File: src/rtl/softmax_sum_buf.sv
`default_nettype none
// ============================================================================
// Module   : softmax_sum_buf
// Function : Softmax denominator stage. Captures one vector of VEC_LEN exp
//            results into a register buffer while accumulating their sum,
//            then replays every element paired with the final sum under a
//            valid/ready handshake.
// Options  : SOFTMAX_SUM_CLAMP_EN - negative accepted inputs become 0 before
//            storage and summation.
// Revision : 1.0 - initial release
// ============================================================================
module softmax_sum_buf #(
  parameter int DATA_WIDTH = 41,
  parameter int VEC_LEN    = 16,
  parameter int SUM_WIDTH  = 45
) (
  input  logic                  clk_p,
  input  logic                  rst_p,
  input  logic [DATA_WIDTH-1:0] exp_data,
  input  logic                  exp_valid_n,
  output logic                  in_ready,
  output logic [DATA_WIDTH-1:0] out_data,
  output logic [SUM_WIDTH-1:0]  out_sum,
  output logic                  out_valid_n,
  input  logic                  out_ready,
  output logic                  out_first,
  output logic                  out_last,
  output logic                  err_drop
);

  localparam int                 c_ptr_w    = $clog2(VEC_LEN);
  localparam logic [c_ptr_w-1:0] c_last_idx = c_ptr_w'(VEC_LEN - 1);
  localparam logic [c_ptr_w-1:0] c_ptr_one  = c_ptr_w'(1);

  localparam logic [0:0] c_st_fill  = 1'b0;
  localparam logic [0:0] c_st_drain = 1'b1;

  logic [0:0]                   r_state;
  logic [c_ptr_w-1:0]           r_wr_ptr;
  logic [c_ptr_w-1:0]           r_rd_ptr;
  logic [SUM_WIDTH-1:0]         r_sum;
  logic                         r_err_drop;
  logic [DATA_WIDTH-1:0]        r_buf [VEC_LEN];

  logic                         w_in_fill;
  logic                         w_accept;
  logic                         w_drop;
  logic                         w_xfer;
  logic signed [DATA_WIDTH-1:0] w_elem;
  logic signed [SUM_WIDTH-1:0]  w_elem_ext;

  // Handshake decode: in_ready depends on state only, never on exp_valid_n.
  assign w_in_fill = (r_state == c_st_fill);
  assign w_accept  = w_in_fill && !exp_valid_n;
  assign w_drop    = !w_in_fill && !exp_valid_n;
  assign w_xfer    = !w_in_fill && out_ready;

`ifdef SOFTMAX_SUM_CLAMP_EN
  // Negative exp results are treated as zero so the softmax stays non-negative.
  assign w_elem = exp_data[DATA_WIDTH-1] ? '0 : exp_data;
`else
  assign w_elem = exp_data;
`endif

  // Sized cast of a signed value sign-extends (or wraps for a narrow sum).
  assign w_elem_ext = SUM_WIDTH'(w_elem);

  // FSM, pointers and accumulator.
  always_ff @(posedge clk_p) begin
    if (rst_p) begin
      r_state  <= c_st_fill;
      r_wr_ptr <= '0;
      r_rd_ptr <= '0;
      r_sum    <= '0;
    end else begin
      case (r_state)
        c_st_fill: begin
          if (w_accept) begin
            r_sum    <= r_sum + w_elem_ext;
            r_wr_ptr <= r_wr_ptr + c_ptr_one;
            if (r_wr_ptr == c_last_idx) begin
              r_state <= c_st_drain;
            end
          end
        end
        c_st_drain: begin
          if (w_xfer) begin
            r_rd_ptr <= r_rd_ptr + c_ptr_one;
            if (r_rd_ptr == c_last_idx) begin
              r_sum   <= '0;
              r_state <= c_st_fill;
            end
          end
        end
        default: r_state <= c_st_fill;
      endcase
    end
  end

  // Sticky drop flag: any input offered while not ready, cleared only by reset.
  always_ff @(posedge clk_p) begin
    if (rst_p) begin
      r_err_drop <= 1'b0;
    end else if (w_drop) begin
      r_err_drop <= 1'b1;
    end
  end

  // Element buffer; contents deliberately survive reset.
  always_ff @(posedge clk_p) begin
    if (w_accept && !rst_p) begin
      r_buf[r_wr_ptr] <= w_elem;
    end
  end

  // Output drive: zeros outside the replay phase.
  always_comb begin
    in_ready    = w_in_fill;
    out_valid_n = w_in_fill;
    out_data    = '0;
    out_sum     = '0;
    out_first   = 1'b0;
    out_last    = 1'b0;
    if (!w_in_fill) begin
      out_data  = r_buf[r_rd_ptr];
      out_sum   = r_sum;
      out_first = (r_rd_ptr == '0);
      out_last  = (r_rd_ptr == c_last_idx);
    end
    err_drop = r_err_drop;
  end

endmodule
`default_nettype wire

File: config.mk
export PLATFORM = sky130hd
export DESIGN_NAME = softmax_sum_buf
export DESIGN_NICKNAME = d
export VERILOG_FILES = /design/src/rtl/softmax_sum_buf.sv
export SDC_FILE = /design/constraint.sdc
export NUM_CORES = 1
export LEC_CHECK = 0
export CORE_ASPECT_RATIO = 0.9
export CORE_MARGIN = 2
export CORE_UTILIZATION = 49
export CTS_BUF_LIST = sky130_fd_sc_hd__clkbuf_4
export DETAILED_ROUTE_END_ITERATION = 12
export GPL_TIMING_DRIVEN = 0
export PLACE_DENSITY_LB_ADDON = 0.08
export REMOVE_ABC_BUFFERS = 1
export SYNTH_ARGS = -nofsm -noshare
export SYNTH_HDL_FRONTEND = slang
export SYNTH_SLANG_ARGS = --single-unit
File: constraint.sdc
create_clock -name clk_p -period 4.9 [get_ports clk_p]
set_input_delay 0.49 -clock clk_p [delete_from_list [all_inputs] [get_ports clk_p]]
set_output_delay 0.49 -clock clk_p [all_outputs]
set_load 0.02 [all_outputs]
==> results.md <==
* Result of the run: finished clean
* Setup repair after global routing missed its margin: no
* Sinks on the clock net at 715
* Number of DRC markers in iteration 0 at 1362
* Routed Antenna Nets at 0
* Remaining DRCs at 0
* Total number of nets in the final design at 1968
* Post-route clock skew at 0.0470 ns
* Sort of element at the end of the critical path: output port
* Number of failing hold endpoints at the final stage at 0
* Number of fill cells at 4572
* Num CTS Buffers at 177
* Count of endpoints failing setup in the final report at 0
* Starting utilization of the core area at 49.6%
* Final Max Tran Viols at 0
* Signal arrival time at the worst endpoint at 4.12 ns
* Placed wire-length estimate after detailed placement at 43400 µm
* Min setup slack post-route at 0.291 ns
* Clock tree from TritonCTS: yes
* Flops & latches, synth at 715
* Final worst hold slack at 0.251 ns
* Worst setup path class: reg2out
* I/O pin cnt at 136
* Synth Flop Type: sky130_fd_sc_hd__edfxtp_1
* Detailed-route wire length per cell at 25.7 µm
* Type of the worst min-delay path: in2reg
* Total standard cell area after synthesis at 29700 µm²
* Worst IR drop on VDD at 0.192 mV
* Post-cts gate resize count at 0
* Post-CTS clock slew at the launch and capture registers of the worst setup and hold paths at 0.07 ns
* Die ar. at 62600 µm²
* Power density over cell area at 359 nW/µm²
* Detailed-routing iteration count for the pre-antenna-repair pass at 5
* Cell variety after synth at 74
* Number of enable flip-flop cells after synthesis at 656
* Transition time at the pin with the least slew margin at 0.981 ns
* Placer Congestion at 0.842
* Final critical delay including setup and external delays at 4.61 ns
* Period utilisation layout at 94.1%
* Number of buffer cells added on primary ports at 135
* Largest buffer count on any clock path at 3
* Count of vias placed by the detailed router at 16100
* Maximum number of pins on one net before global-route repair at 63
* Proportion of synthesized flip-flops having asynchronous set or reset at 0%
* Initial antenna violation count at 4
* Fraction of final layout cells sized beyond drive strength 1 at 28.9%
* Drt via density at 5.75
* Layout-stage area growth over the synthesis result at 18.6%
* Die width at 263 µm
* Required time at the worst-slack endpoint at 4.41 ns
* F_max at 217 MHz
* Core area at 59900 µm²
* Register area share after synthesis at 70.3%
* Combined buffer and inverter count along the critical path at 4
* Leakage power total at 11.5 nW
* Final Instance Area at 35200 µm²
* Clock root buffer master: sky130_fd_sc_hd__clkbuf_4
* Headroom to the max-slew limit at 34.5%
* Maximum level of the CTS H-tree at 4
* Count of maximum capacitance violations at 0
* Syn Inst Count at 1587
* Die H at 238 µm
* Std cell rows at 85
* DRT Wirelength at 71900 µm
* Type of origin of the critical path: flop
* Wire length of the first global-routing pass at 107000 µm
* Largest incremental delay on the critical path at 0.56 ns
* Global-route usage over all layers at 23.6%
* Insertion delay of the later-clocked pin in the worst-skew pair at 1.01 ns
* Cells along the critical path: buf_16 > buf_16 > buf_16 > mux4_2 > mux4_2 > and2_1 > clkdlybuf4s50_1
* DP Area at 32900 µm²
* Total number of yosys warnings at 0
* Critical path fanouts, max at 40
* Global-route congestion overflow total at 0
* Vias in the first global route at 16900
* Cell class contributing the biggest share of worst-path delay: buffers and inverters
* Cell with the most instances on the worst path: sky130_fd_sc_hd__buf_16
* CP max-delay cell: sky130_fd_sc_hd__mux4_2
* Final Util at 58.8%
* Overall power at 0.0127 W
* Synthesized area per cell at 18.7 µm²
* Worst setup slack before clock tree synthesis at 0.289 ns
[where the power goes]
group          switching (W)  internal (W)
logic               0.000548      0.000365
clock network        0.00235       0.00259
registers          0.0000557       0.00675
total                0.00295       0.00971
[cell usage in the layout (no fill, tap or decap), types with 4 or more instances in the layout]
master                            Yosys  final
sky130_fd_sc_hd__edfxtp_1           656    656
sky130_fd_sc_hd__clkbuf_4             0    266
sky130_fd_sc_hd__mux4_2             205    205
sky130_fd_sc_hd__clkdlybuf4s50_1      0    134
sky130_fd_sc_hd__and2_1              88     88
sky130_fd_sc_hd__nand2_1             67     67
sky130_fd_sc_hd__dfxtp_1             59     54
sky130_fd_sc_hd__nor2_1              68     51
sky130_fd_sc_hd__a21oi_1             51     51
sky130_fd_sc_hd__ha_1                50     50
sky130_fd_sc_hd__o21ai_0             40     40
sky130_fd_sc_hd__clkinv_1             0     39
sky130_fd_sc_hd__inv_1               23     23
sky130_fd_sc_hd__a21o_1              22     22
sky130_fd_sc_hd__xor2_1              22     22
sky130_fd_sc_hd__buf_12               0     22
sky130_fd_sc_hd__buf_16               0     20
sky130_fd_sc_hd__xnor2_1             17     17
sky130_fd_sc_hd__nor2_4               0     16
sky130_fd_sc_hd__a22oi_1             16     16
sky130_fd_sc_hd__nand3_1             11     11
sky130_fd_sc_hd__nand4_1              9      9
sky130_fd_sc_hd__o21bai_1             9      9
sky130_fd_sc_hd__or3_1                7      7
sky130_fd_sc_hd__inv_2                0      7
sky130_fd_sc_hd__o21a_1               6      6
sky130_fd_sc_hd__nand2b_1             6      6
sky130_fd_sc_hd__diode_2              0      5
sky130_fd_sc_hd__o211ai_1             5      5
sky130_fd_sc_hd__dfxtp_4              0      5
sky130_fd_sc_hd__nor3_1               4      4
sky130_fd_sc_hd__a32oi_1              4      4
[cells in the mapped netlist, types with 9 or more instances]
cell / instances / area, µm²
sky130_fd_sc_hd__nand4_1: 9 / 56.3
sky130_fd_sc_hd__inv_1: 23 / 86.3
sky130_fd_sc_hd__edfxtp_1: 656 / 19700
sky130_fd_sc_hd__nand2_1: 67 / 251
sky130_fd_sc_hd__clkbuf_1: 61 / 229
sky130_fd_sc_hd__dfxtp_1: 59 / 1180
sky130_fd_sc_hd__nand3_1: 11 / 55.1
sky130_fd_sc_hd__nor2_1: 68 / 255
sky130_fd_sc_hd__ha_1: 50 / 626
sky130_fd_sc_hd__a21o_1: 22 / 165
sky130_fd_sc_hd__o21ai_0: 40 / 200
sky130_fd_sc_hd__a21oi_1: 51 / 255
sky130_fd_sc_hd__buf_1: 11 / 41.3
sky130_fd_sc_hd__a22oi_1: 16 / 120
sky130_fd_sc_hd__xnor2_1: 17 / 149
sky130_fd_sc_hd__o21bai_1: 9 / 67.6
sky130_fd_sc_hd__mux4_2: 205 / 4620
sky130_fd_sc_hd__and2_1: 88 / 551
sky130_fd_sc_hd__xor2_1: 22 / 193
[cells by family after synthesis]
kind of cell | synth area share, %
XOR/XNOR | 1.15
AO/OA/AOI/OAI | 4.82
AND/OR/NAND/NOR | 4.70
multiplexers | 15.6
flip-flops | 70.3
adder cells (fa/ha/maj) | 2.17
buffers and inverters | 1.28
[final cells by class]
| type | count | area, µm² | share of cell area [%] |
|---|---|---|---|
| diodes | 5 | 12.5 | 0.0355 |
| multi-input cells | 773 | 8560 | 24.3 |
| clock inverters | 54 | 280 | 0.796 |
| inverters | 23 | 86.3 | 0.245 |
| repair buffers | 182 | 2400 | 6.81 |
| clock buffers | 266 | 2000 | 5.67 |
| flip-flops and latches | 715 | 20900 | 59.3 |
| well taps | 783 | 980 | 2.78 |
[through the flow]
stage	instances	TNS, ns
after global routing	2800	0
after global placement	2429	-3559.10
final	2801	0
after detailed placement	2473	0
after floorplan	1511	-150.66
after CTS	2796	0
[repair_timing]
item | 4_1_cts | 5_1_grt
hold buffers | 1 | 0
setup buffers | 2 | 0
endpoints found under the setup margin | 12 | 0
endpoints found under the hold margin | 7 | 0
[flip-flops by register name (all words and copies together), names as in the netlist, named ones only]
signal / flops
r_rd_ptr: 4
err_drop: 1
r_sum: 45
r_buf: 656
r_wr_ptr: 4
r_state: 1
[routing by layer]
layer  track usage (%)  up-vias  share of wire (%)
met1              31.4     8333                 42
met3              5.28       90                6.2
met5                 0        -              0.018
met2              38.6      531                 50
met4              8.55        2                2.0
li1                  -     7153                  -
[worst reg2reg max path, cell delays in order (launching register included)]
cell                        delay (ns)
sky130_fd_sc_hd__dfxtp_1          0.35
sky130_fd_sc_hd__ha_1             0.21
sky130_fd_sc_hd__inv_1            0.07
sky130_fd_sc_hd__fa_1             0.40
sky130_fd_sc_hd__and2b_1          0.25
sky130_fd_sc_hd__o2111ai_2        0.19
sky130_fd_sc_hd__a211oi_2         0.41
sky130_fd_sc_hd__o211ai_2         0.19
sky130_fd_sc_hd__a31oi_4          0.29
sky130_fd_sc_hd__a2111oi_2        0.13
sky130_fd_sc_hd__o21a_2           0.24
sky130_fd_sc_hd__o21bai_1         0.16
sky130_fd_sc_hd__or4b_4           0.48
sky130_fd_sc_hd__o211ai_2         0.07
[worst paths after layout]
kind | from | endpoint | cells past startpoint | slack (ns)
setup / recovery | flop | out_data[25] | 7 | 0.29
hold reg to reg | r_sum[24]$_SDFFE_PP0P_ | r_sum[24]$_SDFFE_PP0P_ | 2 | 0.48
hold / removal | out_ready | flop | 3 | 0.25
setup reg to reg | r_sum[0]$_SDFFE_PP0P_ | r_sum[44]$_SDFFE_PP0P_ | 13 | 1.39
Power figures use the tool's default switching activity.
